--- src/rtl/stopwatch_pkg.sv ---
// Shared types and helpers for the BCD lap stopwatch.
// Provides the FSM state enum, BCD digit type, blank code and 7-segment decoder.
package stopwatch_pkg;

    typedef enum logic [1:0] {
        IDLE  = 2'd0,
        RUN   = 2'd1,
        PAUSE = 2'd2
    } sw_state_t;

    typedef logic [3:0] bcd_t;

    // All segments off, expressed in active-low polarity.
    localparam logic [6:0] SEG_BLANK = 7'b1111111;

    // Segment order {g,f,e,d,c,b,a}; table is active-low, inverted otherwise.
    function automatic logic [6:0] seg_decode(
        input bcd_t digit,
        input logic active_low
    );
        logic [6:0] seg;
        unique case (digit)
            4'd0:    seg = 7'b1000000;
            4'd1:    seg = 7'b1111001;
            4'd2:    seg = 7'b0100100;
            4'd3:    seg = 7'b0110000;
            4'd4:    seg = 7'b0011001;
            4'd5:    seg = 7'b0010010;
            4'd6:    seg = 7'b0000010;
            4'd7:    seg = 7'b1111000;
            4'd8:    seg = 7'b0000000;
            4'd9:    seg = 7'b0010000;
            default: seg = SEG_BLANK;
        endcase
        return active_low ? seg : ~seg;
    endfunction

endpackage

--- src/rtl/stopwatch_bcd_lap_digit.sv ---
// Single BCD digit counter 0..MAX with ripple carry for the stopwatch chain.
// Ports: clock, reset (sync, active-low), i_clr, i_inc -> o_digit, o_carry.
module bcd_digit_counter
    import stopwatch_pkg::*;
#(
    parameter int unsigned MAX = 9
) (
    input  logic clock,
    input  logic reset,
    input  logic i_clr,
    input  logic i_inc,
    output bcd_t o_digit,
    output logic o_carry
);

    localparam bcd_t MAXV = bcd_t'(MAX);

    bcd_t r_digit;

    always_ff @(posedge clock) begin
        if (!reset || i_clr) begin
            r_digit <= '0;
        end else if (i_inc) begin
            r_digit <= (r_digit == MAXV) ? '0 : r_digit + 4'd1;
        end
    end

    assign o_digit = r_digit;
    assign o_carry = i_inc && (r_digit == MAXV);

endmodule

--- src/rtl/stopwatch_bcd_lap.sv ---
// MM:SS.hh stopwatch with start/stop, pause, lap freeze, clear and wrap pulse.
// Ports: clock, reset (sync, active-low), i_start_stop, i_lap, i_clear (levels);
//        o_hex0..o_hex5 segments {g,f,e,d,c,b,a}, o_running, o_lap_active, o_wrap.
// Build option: STOPWATCH_LEAD_ZERO_BLANK_EN blanks leading zeros on hex5..hex3.
// DIV = CLK_HZ/TICK_HZ must be an integer >= 2.
module stopwatch_bcd_lap
    import stopwatch_pkg::*;
#(
    parameter int unsigned CLK_HZ         = 50000000,
    parameter int unsigned TICK_HZ        = 100,
    parameter bit          SEG_ACTIVE_LOW = 1'b1
) (
    input  logic       clock,
    input  logic       reset,
    input  logic       i_start_stop,
    input  logic       i_lap,
    input  logic       i_clear,
    output logic [6:0] o_hex0,
    output logic [6:0] o_hex1,
    output logic [6:0] o_hex2,
    output logic [6:0] o_hex3,
    output logic [6:0] o_hex4,
    output logic [6:0] o_hex5,
    output logic       o_running,
    output logic       o_lap_active,
    output logic       o_wrap
);

    localparam int unsigned DIV = CLK_HZ / TICK_HZ;
    localparam int unsigned PW  = $clog2(DIV);
    localparam logic [PW-1:0] PRE_MAX = PW'(DIV - 1);

    sw_state_t     r_state;
    sw_state_t     w_state_nxt;
    logic [PW-1:0] r_presc;
    logic          r_ss_q;
    logic          r_lap_q;
    logic          r_lap_active;
    bcd_t [5:0]    r_lap;
    logic          r_wrap;

    logic          w_ss_edge;
    logic          w_lap_edge;
    logic          w_tick;
    logic          w_c0, w_c1, w_c2, w_c3, w_c4, w_c5;
    logic [5:0]    w_inc;
    logic [5:0]    w_cy;
    bcd_t [5:0]    w_live;
    bcd_t [5:0]    w_nxt;
    bcd_t [5:0]    w_disp;
    logic          w_blank3, w_blank4, w_blank5;
    logic [6:0]    w_seg_off;

    // Edge detectors survive clear; only reset zeroes them.
    always_ff @(posedge clock) begin
        if (!reset) begin
            r_ss_q  <= 1'b0;
            r_lap_q <= 1'b0;
        end else begin
            r_ss_q  <= i_start_stop;
            r_lap_q <= i_lap;
        end
    end

    assign w_ss_edge  = i_start_stop && !r_ss_q;
    assign w_lap_edge = i_lap && !r_lap_q;

    // FSM: state register
    always_ff @(posedge clock) begin
        if (!reset) begin
            r_state <= IDLE;
        end else begin
            r_state <= w_state_nxt;
        end
    end

    // FSM: next state
    always_comb begin
        w_state_nxt = r_state;
        if (i_clear) begin
            w_state_nxt = IDLE;
        end else if (w_ss_edge) begin
            unique case (r_state)
                IDLE:    w_state_nxt = RUN;
                RUN:     w_state_nxt = PAUSE;
                PAUSE:   w_state_nxt = RUN;
                default: w_state_nxt = IDLE;
            endcase
        end
    end

    // FSM: outputs
    always_comb begin
        o_running = (r_state == RUN);
    end

    // Prescaler holds in PAUSE so resume keeps the fraction; IDLE is
    // only entered through reset/clear, so it always restarts from 0.
    always_ff @(posedge clock) begin
        if (!reset || i_clear) begin
            r_presc <= '0;
        end else if (r_state == RUN) begin
            r_presc <= w_tick ? '0 : r_presc + PW'(1);
        end
    end

    assign w_tick = (r_state == RUN) && (r_presc == PRE_MAX);

    bcd_digit_counter #(.MAX(9)) u_h0 (
        .clock   (clock),
        .reset   (reset),
        .i_clr   (i_clear),
        .i_inc   (w_tick),
        .o_digit (w_live[0]),
        .o_carry (w_c0)
    );

    bcd_digit_counter #(.MAX(9)) u_h1 (
        .clock   (clock),
        .reset   (reset),
        .i_clr   (i_clear),
        .i_inc   (w_c0),
        .o_digit (w_live[1]),
        .o_carry (w_c1)
    );

    bcd_digit_counter #(.MAX(9)) u_s0 (
        .clock   (clock),
        .reset   (reset),
        .i_clr   (i_clear),
        .i_inc   (w_c1),
        .o_digit (w_live[2]),
        .o_carry (w_c2)
    );

    bcd_digit_counter #(.MAX(5)) u_s1 (
        .clock   (clock),
        .reset   (reset),
        .i_clr   (i_clear),
        .i_inc   (w_c2),
        .o_digit (w_live[3]),
        .o_carry (w_c3)
    );

    bcd_digit_counter #(.MAX(9)) u_m0 (
        .clock   (clock),
        .reset   (reset),
        .i_clr   (i_clear),
        .i_inc   (w_c3),
        .o_digit (w_live[4]),
        .o_carry (w_c4)
    );

    bcd_digit_counter #(.MAX(5)) u_m1 (
        .clock   (clock),
        .reset   (reset),
        .i_clr   (i_clear),
        .i_inc   (w_c4),
        .o_digit (w_live[5]),
        .o_carry (w_c5)
    );

    assign w_inc = {w_c4, w_c3, w_c2, w_c1, w_c0, w_tick};
    assign w_cy  = {w_c5, w_c4, w_c3, w_c2, w_c1, w_c0};

    // Value the digit chain will hold after this edge; the lap latch
    // captures this so the frozen time matches the count it froze on.
    always_comb begin
        w_nxt = w_live;
        for (int i = 0; i < 6; i++) begin
            if (w_inc[i]) begin
                w_nxt[i] = w_cy[i] ? 4'd0 : w_live[i] + 4'd1;
            end
        end
    end

    // Lap edge acts on the pre-transition state.
    always_ff @(posedge clock) begin
        if (!reset || i_clear) begin
            r_lap_active <= 1'b0;
            r_lap        <= '0;
        end else if (w_lap_edge) begin
            if (r_lap_active) begin
                r_lap_active <= 1'b0;
            end else if (r_state == RUN) begin
                r_lap_active <= 1'b1;
                r_lap        <= w_nxt;
            end
        end
    end

    // Carry out of the top digit means 59:59.99 just rolled over.
    always_ff @(posedge clock) begin
        if (!reset || i_clear) begin
            r_wrap <= 1'b0;
        end else begin
            r_wrap <= w_c5;
        end
    end

    assign o_wrap       = r_wrap;
    assign o_lap_active = r_lap_active;

    assign w_disp    = r_lap_active ? r_lap : w_live;
    assign w_seg_off = SEG_ACTIVE_LOW ? SEG_BLANK : ~SEG_BLANK;

`ifdef STOPWATCH_LEAD_ZERO_BLANK_EN
    assign w_blank5 = (w_disp[5] == 4'd0);
    assign w_blank4 = w_blank5 && (w_disp[4] == 4'd0);
    assign w_blank3 = w_blank4 && (w_disp[3] == 4'd0);
`else
    assign w_blank5 = 1'b0;
    assign w_blank4 = 1'b0;
    assign w_blank3 = 1'b0;
`endif

    always_comb begin
        o_hex0 = seg_decode(w_disp[0], SEG_ACTIVE_LOW);
        o_hex1 = seg_decode(w_disp[1], SEG_ACTIVE_LOW);
        o_hex2 = seg_decode(w_disp[2], SEG_ACTIVE_LOW);
        o_hex3 = w_blank3 ? w_seg_off : seg_decode(w_disp[3], SEG_ACTIVE_LOW);
        o_hex4 = w_blank4 ? w_seg_off : seg_decode(w_disp[4], SEG_ACTIVE_LOW);
        o_hex5 = w_blank5 ? w_seg_off : seg_decode(w_disp[5], SEG_ACTIVE_LOW);
    end

endmodule

--- config.mk ---
export PLATFORM = sky130hd
export DESIGN_NAME = stopwatch_bcd_lap
export DESIGN_NICKNAME = d
export VERILOG_FILES = /design/src/rtl/stopwatch_pkg.sv /design/src/rtl/stopwatch_bcd_lap_digit.sv /design/src/rtl/stopwatch_bcd_lap.sv
export SDC_FILE = /design/constraint.sdc
export NUM_CORES = 1
export LEC_CHECK = 0
export BUFFER_PORTS_ARGS = -buffer_cell sky130_fd_sc_hd__buf_2
export CORE_ASPECT_RATIO = 0.8
export CORE_MARGIN = 3
export CORE_UTILIZATION = 30
export DETAILED_ROUTE_END_ITERATION = 12
export HOLD_SLACK_MARGIN = 0.1
export PLACE_DENSITY = 0.52
export SETUP_SLACK_MARGIN = 0.5
export SLEW_MARGIN = 20
export SYNTH_ARGS = -nofsm -noshare
export SYNTH_HDL_FRONTEND = slang
export SYNTH_SLANG_ARGS = --single-unit
--- constraint.sdc ---
create_clock -name clock -period 3 [get_ports clock]
set_input_delay 0.6 -clock clock [delete_from_list [all_inputs] [get_ports clock]]
set_output_delay 0.6 -clock clock [all_outputs]
set_load 0.02 [all_outputs]
* After elaboration in Yosys (flattened, before gate mapping)
Memory sizes are Yosys's and may differ from the RTL's.
Index checks and enable logic that the tools add are counted.
** Word-level totals
- Bits in registers :: 73
- Latch bits :: 0
- Memory bits (writable) :: 0
- ROM bits :: 672
- Bits of input ports :: 5
- Output and inout bits :: 45
- Word-level logic and storage cells :: 82
- Memories kept :: 6
** Memories
- (no name shown) :: words 16, width 7, rd ports 1, clocked after memory_dff 0, wr ports 0, line stopwatch_pkg.sv:22 : unique case (digit)
- (no name shown) :: words 16, width 7, rd ports 1, clocked after memory_dff 0, wr ports 0, line stopwatch_pkg.sv:22
- (no name shown) :: words 16, width 7, rd ports 1, clocked after memory_dff 0, wr ports 0, line stopwatch_pkg.sv:22
- (no name shown) :: words 16, width 7, rd ports 1, clocked after memory_dff 0, wr ports 0, line stopwatch_pkg.sv:22
- (no name shown) :: words 16, width 7, rd ports 1, clocked after memory_dff 0, wr ports 0, line stopwatch_pkg.sv:22
- (no name shown) :: words 16, width 7, rd ports 1, clocked after memory_dff 0, wr ports 0, line stopwatch_pkg.sv:22
** Cells by class
- Add/subtract/negate cells :: 7
- Multipliers :: 0
- Div/mod/pow operators :: 0
- Magnitude comparators :: 0
- Eq/ne operators :: 9
- Shift operators :: 0
- Mux-type cells :: 23
- Bitwise operators :: 2
- Reduce and logical (&&, ||, !) cells :: 17
** Operator list (number)
- $mux 4 :: 18
- $add 4x1->4 const B :: 6
- $mux 24 :: 1
- $add 19x1->19 const B :: 1
- $eq 19x19->1 const B :: 1
- $mux 19 :: 1
- $eq 4x4->1 const B :: 4
- $logic_and 1x1->1 :: 9
- $eq 4x3->1 const B :: 2
- $pmux 2 s2 :: 1
- $reduce_or 2->1 :: 2
- $logic_not 1->1 :: 3
- $reduce_and 3->1 :: 1
- $eq 2x1->1 const B :: 1
- $eq 2x2->1 const B :: 1
- $logic_not 2->1 :: 1
- $mux 1 :: 2
- $not 1->1 :: 2
- $logic_or 1x1->1 :: 1

* Logic depth before layout (Yosys ltp)
Gate-level depths: netlist of the first run.
- Depth in word-level cells :: 10
- Gate-level depth with buffers :: 10
- Gate-level depth less buffers :: 7

* Modules after synthesis
Synthesis of the first run repeated with hierarchy kept, for this count alone.
** Second synthesis, totals
- Cells, all modules :: 632
- Area, all modules :: 5067.4 sq um
** Modules (own cells, without submodules)
- stopwatch_bcd_lap :: instances 1, cells each 504, area an instance 3926.3 sq um
- bcd_digit_counter (u_h0 ...) :: instances 4, cells each 22, area an instance 193.9 sq um
- bcd_digit_counter (u_m1 ...) :: instances 2, cells each 20, area an instance 182.7 sq um

* Worst setup path after synthesis of the first run
No wires, ideal clock.
- Kind :: register to output
- Start :: register r_lap_active, in the netlist o_lap_active
- End :: output o_hex2[5]
- Arrival time :: 2114 ps
- Required time :: 2400 ps
- Setup slack :: 286 ps
- Cell stages (with the launch flop) :: 7
- Path buffers :: 2
- Path through :: dfxtp_1 clkbuf_1 buf_1 mux2i_1 nand2b_1 nor2_1 a21oi_1
** On the way
- Cells in the longest elaborated chain, start to end :: 2
** Ends and longest elaborated chain
- from (decl) :: line stopwatch_bcd_lap.sv:38 : logic r_lap_active;
- from (signal assigned) :: line stopwatch_bcd_lap.sv:180 : r_lap_active <= 1'b0;
- from (signal assigned) :: line stopwatch_bcd_lap.sv:184 : r_lap_active <= 1'b0;
- from (signal assigned) :: line stopwatch_bcd_lap.sv:186 : r_lap_active <= 1'b1;
- $mux 24 :: line stopwatch_bcd_lap.sv:204 : assign w_disp = r_lap_active ? r_lap : w_live;
- $mem_v2 16x7
- to (decl) :: line stopwatch_bcd_lap.sv:20 : output logic [6:0] o_hex2,
No other way between the ends.

* Worst setup path after layout of the first run
- Start :: register r_lap_active, in the netlist o_lap_active
- End :: output o_hex1[3]
** On the way
- Cells in the longest elaborated chain, start to end :: 2
** Ends and longest elaborated chain
- $mux 24 :: line stopwatch_bcd_lap.sv:204
- $mem_v2 16x7
- to (decl) :: line stopwatch_bcd_lap.sv:19 : output logic [6:0] o_hex1,
No other way between the ends.

==> impl_metrics.tcl, run 1 <==
set metrics [dict create \
    clock_tree.buffer_depth 2 \
    fmax_mhz 385 \
    cts_hold_fix_bufs 0 \
    port_buffers 49 \
    report.final.slew_viol_count 0 \
    path_max_fanout 9 \
    worst-setup-path-type "reg2out" \
    commonest_non_fill_non_tap_cell_in_the_layout "sky130_fd_sc_hd__buf_4" \
    hold_class "in2reg" \
    skew_ns 0.00516 \
    grt_util_met3_pct 2.97 \
    ys_seq_elements 73 \
    routed_wirelength_mm 13.3 \
    fillCellCount 1315 \
    final_cell_mix "82 x sky130_fd_sc_hd__buf_4, 78 x sky130_fd_sc_hd__nor2_1, 71 x sky130_fd_sc_hd__dfxtp_1" \
    synthToLayoutAreaGrowth_pct 50.1 \
    ir_drop_v 0.000228 \
    dr_total_vias 4521 \
    clk_pin_slew_ns 0.05 \
    power.share.clock_pct 48.0 \
    synth.lib_cells_used.distinct 49 \
    maxCapViolations 0 \
    power_frac_seq_pct 48.9 \
    post_synth_inst_count 586 \
    timing.final.ws_setup_ns 0.403 \
    total_clock_buffers_created_by_cts 9 \
    crit_required_ns 2.40 \
    post-route-period-util_pct 86.6 \
    area_occupied_by_multi_input_gates_sq_um 3700 \
    cts.root.buffer_cell "sky130_fd_sc_hd__clkbuf_16" \
    cell_internal_pwr_mw 1.58 \
    regArea_sq_um 1470 \
    design_power_total_mw 2.00 \
    drt-initial-drc-count 284 \
    grtUsageMet1_pct 20.2 \
    power.static_leakage_nw 2.75 \
    synth-edff-count 0 \
    switching_power_mw 0.422 \
    grt_max_degree 34 \
    number_of_antenna_violations_at_the_first_check_in_global_routing 0 \
    post-route-drc-count 0 \
    postPlaceCellArea_sq_um 5270 \
    combinational_power_share_pct 3.1 \
    cp_data_arrival_time_ns 2.00 \
    cp-start-kind "register" \
    gr-usage-met2_pct 24.8 \
    cts.sinks 73 \
    rsz0062_at_grt "true" \
    detail_route.vias_per_cell 5.09 \
    setup_viol_count_final 0 \
    finalHoldViolations 0 \
    outcome "finished, final reports clean" \
    gp_routability_congestion 0.839 \
    gr-total-overflow 0 \
    globalRoute.busiestLayer "met2" \
    clock_insertion_delay_worst_skew_ns 0.33 \
    fraction_of_layout_instances_using_a_drive_strength_above_1_pct 40.1 \
    fin_area_sq_um 6920 \
    ioPinCount 50 \
    worst_hold_margin_ns 0.484 \
    postRouteAntennaNets 0 \
    num_rows 39 \
    first_pass_iters 4 \
    htree_levels 3 \
    critPathCaptureType "output port" \
    max-slew-margin-rel_pct 48.3 \
    ys_dominant_reg_cell "sky130_fd_sc_hd__dfxtp_1" \
    chipHeight_microns 117 \
    grt_pass1_vias 4258 \
    finalWorstPathRequiredPeriod_ns 2.60 \
    synth.cell_area_sq_um 4610 \
    wire_per_inst_microns 14.9 \
    power_density_nw_per_um2 290 \
    antennaDiodeCount 0 \
    grt_first_pass_wirelength_mm 20.6 \
    place_worst_setup_slack_ns 0.372 \
    synth-seq-area-share_pct 31.7 \
    worst_pin_slew_ns 0.775 \
    tritoncts "built" \
    die_area_sq_um 16900 \
    fin_tns_setup_ns 0 \
    place.detailed.hpwl_mm 8.27 \
    synth.avg_cell_area_sq_um 7.87 \
    power.share.switching_pct 21.0 \
    final_nets 751 \
    yosys_warnings 0 \
    die_width_microns 145 \
    synth.net_count 634 \
    gr-usage-all-layers_pct 15.2 \
    async_flop_share_pct 0 \
    core_area_sq_um 14600 \
    initial_utilization_pct 31.5 \
]
-- cell families after synthesis --
group	count (synthesis)	synth area share, %
AOI/OAI and AO/OA	143	17.9
xor gates and xnor gates	24	4.56
adders and majority gates	43	11.7
buffers and inverters	51	4.18
DFF	73	31.7
muxes	34	7.51
and+or+nand+nor	218	22.5
-- cell usage after synthesis (all sizes together) (9+ instances only) --
cell type  instances  area, sq um
xnor2             16          140
mux2i             29          290
clkbuf            23         86.3
dfxtp             73         1460
nand3             16         80.1
o21ai             39          195
nand2             38          143
a21oi             59          295
nor2             106          398
nand2b             9         56.3
inv               26         97.6
ha                43          538
-- routing by layer --
metal	share of wire, %	routed length, microns
met5	0	0
met4	1.7	219
met3	3.2	425
met2	48	6330
met1	47	6300
-- state kept, by name, summed over array words and instances, names as in the netlist --
register,flops
u_h0.o_digit,4
u_h1.o_digit,4
r_lap,24
u_m0.o_digit,4
o_lap_active,1
r_ss_q,1
r_presc,19
u_s1.o_digit,4
o_wrap,1
u_m1.o_digit,4
r_state,2
r_lap_q,1
u_s0.o_digit,4
-- path summary, 6_finish.rpt --
| kind | endpoint | slack, ns | depth (start not counted) | startpoint |
|---|---|---|---|---|
| worst max register to register | r_lap[14] | 0.64 | 6 | r_presc[5] |
| worst min register to register | r_state[1] | 0.49 | 2 | r_state[1] |
| worst max-delay path | o_hex1[3] | 0.40 | 8 | o_lap_active |
| worst min-delay path | r_ss_q | 0.48 | 2 | i_start_stop |
-- worst max-delay path: stages (launching register included) --
cell and delay (ns):
sky130_fd_sc_hd__dfxtp_4 0.44, sky130_fd_sc_hd__buf_4 0.16, sky130_fd_sc_hd__buf_16 0.14, sky130_fd_sc_hd__mux2i_2 0.24, sky130_fd_sc_hd__buf_4 0.18, sky130_fd_sc_hd__buf_4 0.12, sky130_fd_sc_hd__o21a_1 0.18, sky130_fd_sc_hd__a21oi_2 0.05
sky130_fd_sc_hd__buf_4 0.16
-- power by group through the flow --
stage	combinational, mW	sequential, mW	clock [mW]
after CTS	0.0620	0.980	0.991
final	0.0627	0.980	0.961
after detailed placement	0.0544	1.00	0
after global placement	0.0540	1.00	0
after floorplan	0.0337	1.00	0
after global routing	0.0700	0.980	1.03
-- final cells by class --
cell class              count  share of cell area, %
clock buffers              11                   3.65
flip-flops and latches     73                   21.2
well taps                 184                   3.32
clock inverters             1                 0.0723
multi-input cells         462                   53.4
repair buffers            131                   16.8
inverters                  26                   1.55
-- what timing repair did --
item                                    in CTS  in global routing
endpoints found under the setup margin      42                 49
resized for setup                          129                105
gates cloned                                 2                  0
hold endpoints to repair                     0                  0
buffers inserted                            38                 25
pin swaps                                   18                 26
-- metrics by stage --
stage,cells,utilization (%)
floorplan,586,-
global placement,811,36.0
detailed placement,811,36.0
CTS,863,43.2
global route,888,47.3
finish,888,47.3
(Power assumes the default switching activity.)
==> inputs of run 2 (changes only) <==
--- a/config.mk
+++ b/config.mk
@@ -5,9 +5,11 @@
 export SDC_FILE = /design/constraint.sdc
 export NUM_CORES = 1
 export LEC_CHECK = 0
+export ABC_AREA = 1
 export BUFFER_PORTS_ARGS = -buffer_cell sky130_fd_sc_hd__buf_2
+export CAP_MARGIN = 20
 export CORE_ASPECT_RATIO = 0.8
-export CORE_MARGIN = 3
+export CORE_MARGIN = 2
 export CORE_UTILIZATION = 30
 export DETAILED_ROUTE_END_ITERATION = 12
 export HOLD_SLACK_MARGIN = 0.1
==> run 2 against run 1 <==
Register-to-register slack gained 0.25 ns; clock-buffer cell count grew 1; hold slack got worse by 0.025 ns; area after synthesis increased by 7.3%; flip-flop and latch count stayed put; sequential power about the same; global-route usage decreased by 1.3 points; via count rose by 3.0%; clock skew up 0.0018 ns; critical endpoint is now o_hex5[4].
==> impl_metrics.tcl, run 2 <==
set metrics [dict create \
    outcome "finished, final reports clean" \
    postPlaceCellArea_sq_um 5540 \
    first_pass_iters 4 \
    tritoncts "built" \
    critical_path.startpoint "o_lap_active" \
    critPathCaptureType "output port" \
    num_rows 41 \
    finalHoldViolations 0 \
    crit_path_cell_trace "buf_12 -> nand2_1 -> o21ai_4 -> inv_2 -> ha_1 -> inv_1 -> o21ai_0 -> o21ai_1 -> buf_2" \
    final_nets 852 \
    clk_pin_slew_ns 0.06 \
    clock_tree.buffer_depth 2 \
    post-route-drc-count 0 \
    met2WireLength_mm 5.02 \
    crit_path_max_incr_delay_ns 0.38 \
    grt_max_degree 29 \
    finalWorstPathRequiredPeriod_ns 2.47 \
    grt_first_pass_wirelength_mm 20.2 \
    synth.lib_cells_used.distinct 37 \
    synthToLayoutAreaGrowth_pct 26.5 \
    fmax_mhz 405 \
    synth.cells.most_frequent "141 x sky130_fd_sc_hd__inv_1, 111 x sky130_fd_sc_hd__nand2_1, 100 x sky130_fd_sc_hd__o21ai_0, 73 x sky130_fd_sc_hd__dfxtp_1, 70 x sky130_fd_sc_hd__nor2_1" \
    chipHeight_microns 119 \
    port_buffers 49 \
    power_density_nw_per_um2 330 \
    post_synth_inst_count 743 \
    max-slew-margin-rel_pct 47.0 \
    cp-start-kind "register" \
    post-route-period-util_pct 82.3 \
    startpoint_of_the_worst_slack_reg_to_reg_timing_path "u_s1.o_digit[0]" \
    cp_num_cells 9 \
    rsz0062_at_grt "true" \
    report.final.slew_viol_count 0 \
    cts.root.buffer_cell "sky130_fd_sc_hd__clkbuf_16" \
    fin_tns_setup_ns 0 \
    post-synth-top-count-cell "sky130_fd_sc_hd__inv_1" \
    clock_insertion_delay_worst_skew_ns 0.33 \
    ir_drop_v 0.000260 \
    synth-edff-count 0 \
    timing.critical_path.buf_inv 4 \
    antennaDiodeCount 0 \
    ioPinCount 50 \
    routed_wirelength_mm 12.0 \
    xor_xnor_portion_of_the_synthesized_cell_area_pct 1.95 \
    top_layer "met4" \
    hold_class "in2reg" \
    cts_hold_fix_bufs 0 \
    synth.cell_area_sq_um 4950 \
    yosys_warnings 0 \
    core_area_sq_um 16000 \
    die_width_microns 148 \
    reg2regPathDepth 7 \
    simple_gate_area_share_of_the_yosys_netlist_pct 25.5 \
    synth_top_area_share_pct 29.5 \
    die_area_sq_um 17500 \
    design_power_total_mw 2.07 \
    fin_area_sq_um 6260 \
    ys_dominant_reg_cell "sky130_fd_sc_hd__dfxtp_1" \
    gr-usage-all-layers_pct 13.9 \
    number_of_antenna_violations_at_the_first_check_in_global_routing 0 \
    fraction_of_layout_instances_using_a_drive_strength_above_1_pct 24.5 \
    detail_route.vias_per_cell 4.55 \
    crit_required_ns 2.40 \
    crit_family "buffers and inverters" \
    async_flop_share_pct 0 \
    gr-total-overflow 0 \
    largest-register "r_lap" \
    dr_total_vias 4658 \
    worst-setup-path-type "reg2out" \
    initial_utilization_pct 31.0 \
    synth_top_area_cell "sky130_fd_sc_hd__dfxtp_1" \
    grt_pass1_vias 4219 \
    synth_top_family_by_area "simple AND/OR/NAND/NOR gates" \
    synth_top_area_cells "sky130_fd_sc_hd__dfxtp_1 30%, sky130_fd_sc_hd__ha_1 11%, sky130_fd_sc_hd__inv_1 11%" \
    wire_per_inst_microns 11.7 \
    route.met3.wl_microns 433 \
    drt-initial-drc-count 266 \
    path_max_fanout 23 \
    synth.mux.area_fraction_pct 0 \
    skew_ns 0.00695 \
    number_of_standard_cells_in_the_final_layout_excluding_fillers 1023 \
    synth-seq-area-share_pct 29.5 \
    critical_path.endpoint "o_hex5[4]" \
    cp_data_arrival_time_ns 1.87 \
    synth_adder_area_share_pct 10.9 \
    postRouteAntennaNets 0 \
    ys_seq_elements 73 \
    r2r_end "u_m1.o_digit[2]" \
    power.static_leakage_nw 2.89 \
    place.detailed.hpwl_mm 8.55 \
    complex_gate_fraction_of_the_synthesized_area_pct 19.4 \
    reg2reg_slack_ns 0.89 \
    worst_pin_slew_ns 0.792 \
    synth.net_count 791 \
    routedLengthMet1_mm 6.45 \
    maxCapViolations 0 \
    gp_routability_congestion 0.805 \
    worst_hold_margin_ns 0.459 \
    final_cell_mix "123 x sky130_fd_sc_hd__inv_1, 110 x sky130_fd_sc_hd__nand2_1, 72 x sky130_fd_sc_hd__dfxtp_1" \
    synth.avg_cell_area_sq_um 6.66 \
    crit_path_slowest_cell "sky130_fd_sc_hd__dfxtp_4" \
    layout_top_registers "r_lap: 24 flops, r_presc: 19 flops" \
    placed_cells 999 \
    largest_register_ff_count 24 \
    cts.sinks 73 \
    setup_viol_count_final 0 \
    commonest_non_fill_non_tap_cell_in_the_layout "sky130_fd_sc_hd__inv_1" \
    htree_levels 3 \
    total_clock_buffers_created_by_cts 9 \
]
run 2: cell types whose count changed in the layout (fill, tap and decap cells not counted), moves of 22 or more:
cell                      previous run  this run
sky130_fd_sc_hd__buf_2              11        36
sky130_fd_sc_hd__buf_4              82        22
sky130_fd_sc_hd__buf_6              32         6
sky130_fd_sc_hd__inv_1              14       123
sky130_fd_sc_hd__nand2_1            33       110
sky130_fd_sc_hd__nand3_1            16        38
sky130_fd_sc_hd__o21ai_1             2        24
sky130_fd_sc_hd__o21ai_2             3        32
run 2: layout make-up:
class                           count  area [sq um]
Clock buffer                       12           246
Tap cell                          215           269
Timing Repair Buffer               66           453
Sequential cell                    73          1470
Inverter                          149           559
Fill cell                        1719          9690
Multi-Input combinational cell    505          3250
Clock inverter                      3          17.5
run 2: worst min-delay path by stage:
stage	end	startpoint	cells after the start
6_report	r_lap_q	i_lap	3
5_1_grt	r_lap_q	i_lap	3
4_1_cts	r_lap_q	i_lap	3
3_5_place_dp	r_lap[13]	r_lap[13]	2
3_3_place_gp	r_lap[13]	r_lap[13]	2
2_1_floorplan	r_lap[13]	r_lap[13]	2
run 2: worst register-to-register path, cell delays in order, from the launching register on:
cell                      delay, ns
sky130_fd_sc_hd__dfxtp_1       0.43
sky130_fd_sc_hd__ha_1          0.20
sky130_fd_sc_hd__nand2_1       0.06
sky130_fd_sc_hd__nor2_1        0.61
sky130_fd_sc_hd__inv_1         0.21
sky130_fd_sc_hd__nor2_4        0.21
sky130_fd_sc_hd__nand3_1       0.13
sky130_fd_sc_hd__a21oi_1       0.18
run 2: cell families (layout without fill, tap and decap cells):
family,count (synthesis),after routing
AO/OA/AOI/OAI,180,180
adder cells (fa/ha/maj),43,43
AND/OR/NAND/NOR,271,271
flip-flops,73,73
buffers and inverters,165,230
XOR/XNOR,11,11
run 2: per-layer routing:
metal  up-vias  global-route usage (%)
li1       2526                       -
met1      2058                    20.5
met2        69                    20.5
met3         5                    2.91
met4         0                    3.43
met5         -                       0
run 2: report_power, final:
part | leakage (nW) | switching (mW) | total (mW) | internal, mW
clock | 0.128 | 0.396 | 0.972 | 0.575
sequential | 0.590 | 0.00258 | 0.978 | 0.975
combinational | 2.18 | 0.0787 | 0.117 | 0.0385
total | 2.89 | 0.478 | 2.07 | 1.59
run 2: timing repair:
item,CTS,global route
endpoints found under the setup margin,42,42
gates cloned,0,0
resized for setup,68,66
buffers inserted,1,8
pin swaps,1,7
run 2: metrics by stage:
stage          worst slack (ns)  utilization, %
3_5_place_dp              0.445            34.7
3_3_place_gp              0.490            34.7
2_1_floorplan             0.434               -
6_report                  0.532            39.3
4_1_cts                   0.464            37.4
5_1_grt                   0.407            39.3
==> inputs of run 3 (changes only) <==
==> constraint.sdc (replaced) <==
create_clock -name clock -period 2.5 [get_ports clock]
set_input_delay 0.5 -clock clock [delete_from_list [all_inputs] [get_ports clock]]
set_output_delay 0.5 -clock clock [all_outputs]
set_load 0.02 [all_outputs]
==> run 3 against run 2 <==
Clock skew increased by 0.00088 ns; die area unchanged; non-clock buffer count up 57; critical path type unchanged; largest cell class unchanged.
==> impl_metrics.tcl, run 3 (synthesis results as in run 2) <==
set metrics [dict create \
    grt_pass1_vias 4490 \
    routed_wirelength_mm 13.3 \
    worst_pin_slew_ns 0.553 \
    grtUsageMet1_pct 21.6 \
    ir_drop_v 0.000417 \
    crit_required_ns 2.00 \
    skew_ns 0.00783 \
    grt_util_met3_pct 3.07 \
    total_clock_buffers_created_by_cts 9 \
    grt_max_degree 29 \
    hold_class "in2reg" \
    combinational_power_share_pct 6.6 \
    fin_tns_setup_ns 0 \
    wire_per_inst_microns 12.3 \
    setup_viol_count_final 0 \
    layout_top_registers "r_lap: 24 flops, r_presc: 19 flops" \
    post-route-period-util_pct 96.9 \
    power.share.clock_pct 52.7 \
    gp_routability_congestion 0.790 \
    antennaDiodeCount 0 \
    chipHeight_microns 119 \
    fillCellCount 1549 \
    final_cell_mix "105 x sky130_fd_sc_hd__inv_1, 89 x sky130_fd_sc_hd__nand2_1, 65 x sky130_fd_sc_hd__dfxtp_1" \
    cp_data_arrival_time_ns 1.92 \
    cts.sinks 73 \
    critPathCaptureType "output port" \
    commonest_non_fill_non_tap_cell_in_the_layout "sky130_fd_sc_hd__inv_1" \
    fraction_of_layout_instances_using_a_drive_strength_above_1_pct 40.8 \
    cell_internal_pwr_mw 2.23 \
    initial_utilization_pct 31.0 \
    worst-setup-path-type "reg2out" \
    final_nets 909 \
    regArea_sq_um 1470 \
    report.final.slew_viol_count 0 \
    power.static_leakage_nw 3.39 \
    detail_route.vias_per_cell 4.60 \
    place.detailed.hpwl_mm 8.87 \
    die_width_microns 148 \
    postRouteAntennaNets 0 \
    power_frac_seq_pct 40.7 \
    largest_register_ff_count 24 \
    rsz0062_at_grt "true" \
    cts.root.buffer_cell "sky130_fd_sc_hd__clkbuf_16" \
    largest-register "r_lap" \
    globalRoute.busiestLayer "met2" \
    switching_power_mw 0.653 \
    fmax_mhz 413 \
    power_density_nw_per_um2 373 \
    drt-initial-drc-count 257 \
    clock_insertion_delay_worst_skew_ns 0.34 \
    ioPinCount 50 \
    max-slew-margin-rel_pct 63.1 \
    finalHoldViolations 0 \
    clk_pin_slew_ns 0.06 \
    cp-start-kind "register" \
    post-route-drc-count 0 \
    number_of_antenna_violations_at_the_first_check_in_global_routing 0 \
    area_occupied_by_multi_input_gates_sq_um 3880 \
    power.share.switching_pct 22.7 \
    finalWorstPathRequiredPeriod_ns 2.42 \
    clock_tree.buffer_depth 2 \
    design_power_total_mw 2.88 \
    first_pass_iters 4 \
    dr_total_vias 4969 \
    maxCapViolations 0 \
    port_buffers 49 \
    outcome "finished, final reports clean" \
    gr-usage-all-layers_pct 15.2 \
    path_max_fanout 6 \
    gr-usage-met2_pct 23.3 \
    synthToLayoutAreaGrowth_pct 56.3 \
    htree_levels 3 \
    grt_first_pass_wirelength_mm 21.8 \
    cts_hold_fix_bufs 0 \
    gr-total-overflow 0 \
    num_rows 41 \
    die_area_sq_um 17500 \
    tritoncts "built" \
    core_area_sq_um 16000 \
]
[run 3: cell count changes in the layout (fill, tap and decap cells not counted), sizes merged]
cell,before,now
buf,66,123
clkinv,3,4
clkbuf,12,10
bufinv,0,3
inv,148,146
clkinvlp,1,2
[run 3: cell type report]
| type | count | area share, % |
|---|---|---|
| clock buffer | 10 | 2.96 |
| inverter | 149 | 7.67 |
| timing repair buffer | 123 | 15.2 |
| tap | 215 | 3.48 |
| clock inverter | 6 | 1.49 |
| multi-input combinational | 505 | 50.2 |
| sequential | 73 | 19.1 |
[run 3: per-stage QoR]
stage | setup slack, ns | instance area (sq um) | utilization (%) | hold WS (ns) | std cells
floorplan | 0.448 | 5490 | - | 0.460 | 743
detailed placement | 0.273 | 6020 | 37.7 | 0.483 | 1006
finish | 0.0778 | 7740 | 48.5 | 0.354 | 1081
CTS | 0.0657 | 7280 | 45.7 | 0.343 | 1059
global route | 0.00165 | 7740 | 48.5 | 0.373 | 1081
global placement | 0.293 | 6020 | 37.7 | 0.480 | 1006
[run 3: worst max-delay path, cell delays in order, from the launching register on]
cell and delay (ns):
sky130_fd_sc_hd__dfxtp_4 0.37, sky130_fd_sc_hd__buf_6 0.14, sky130_fd_sc_hd__buf_12 0.14, sky130_fd_sc_hd__o21ai_4 0.22, sky130_fd_sc_hd__inv_2 0.09, sky130_fd_sc_hd__ha_2 0.20, sky130_fd_sc_hd__o21ai_2 0.18, sky130_fd_sc_hd__o21ai_2 0.07
sky130_fd_sc_hd__buf_4 0.15
[run 3: power groups by stage]
stage	logic (mW)	clock network (mW)	registers, mW
after floorplan	0.104	0	1.20
after global placement	0.144	0	1.20
after detailed placement	0.144	0	1.20
after CTS	0.175	1.55	1.17
after global routing	0.207	1.60	1.17
final	0.190	1.52	1.17
[run 3: routing by layer]
metal	vias to the layer above	part of all wire, %
li1	2632	-
met1	2244	52
met2	79	44
met3	14	3.2
met4	0	1.2
met5	-	0
[run 3: path summary, 6_finish.rpt]
| check | cells past startpoint | slack, ns | from | end |
|---|---|---|---|---|
| setup reg to reg | 11 | 0.59 | r_state[0] | r_lap[15] |
| setup / recovery | 8 | 0.08 | o_lap_active | o_hex0[6] |
| hold reg to reg | 2 | 0.48 | r_state[0] | r_state[0] |
| hold / removal | 3 | 0.35 | i_start_stop | r_ss_q |
[run 3: what timing repair did]
item                       4_1_cts  5_1_grt
hold endpoints to repair         0        0
setup endpoints to repair       46       79
pin swaps                       32       44
cloned                           3        0
buffers inserted                34       22
resized for setup              154       70
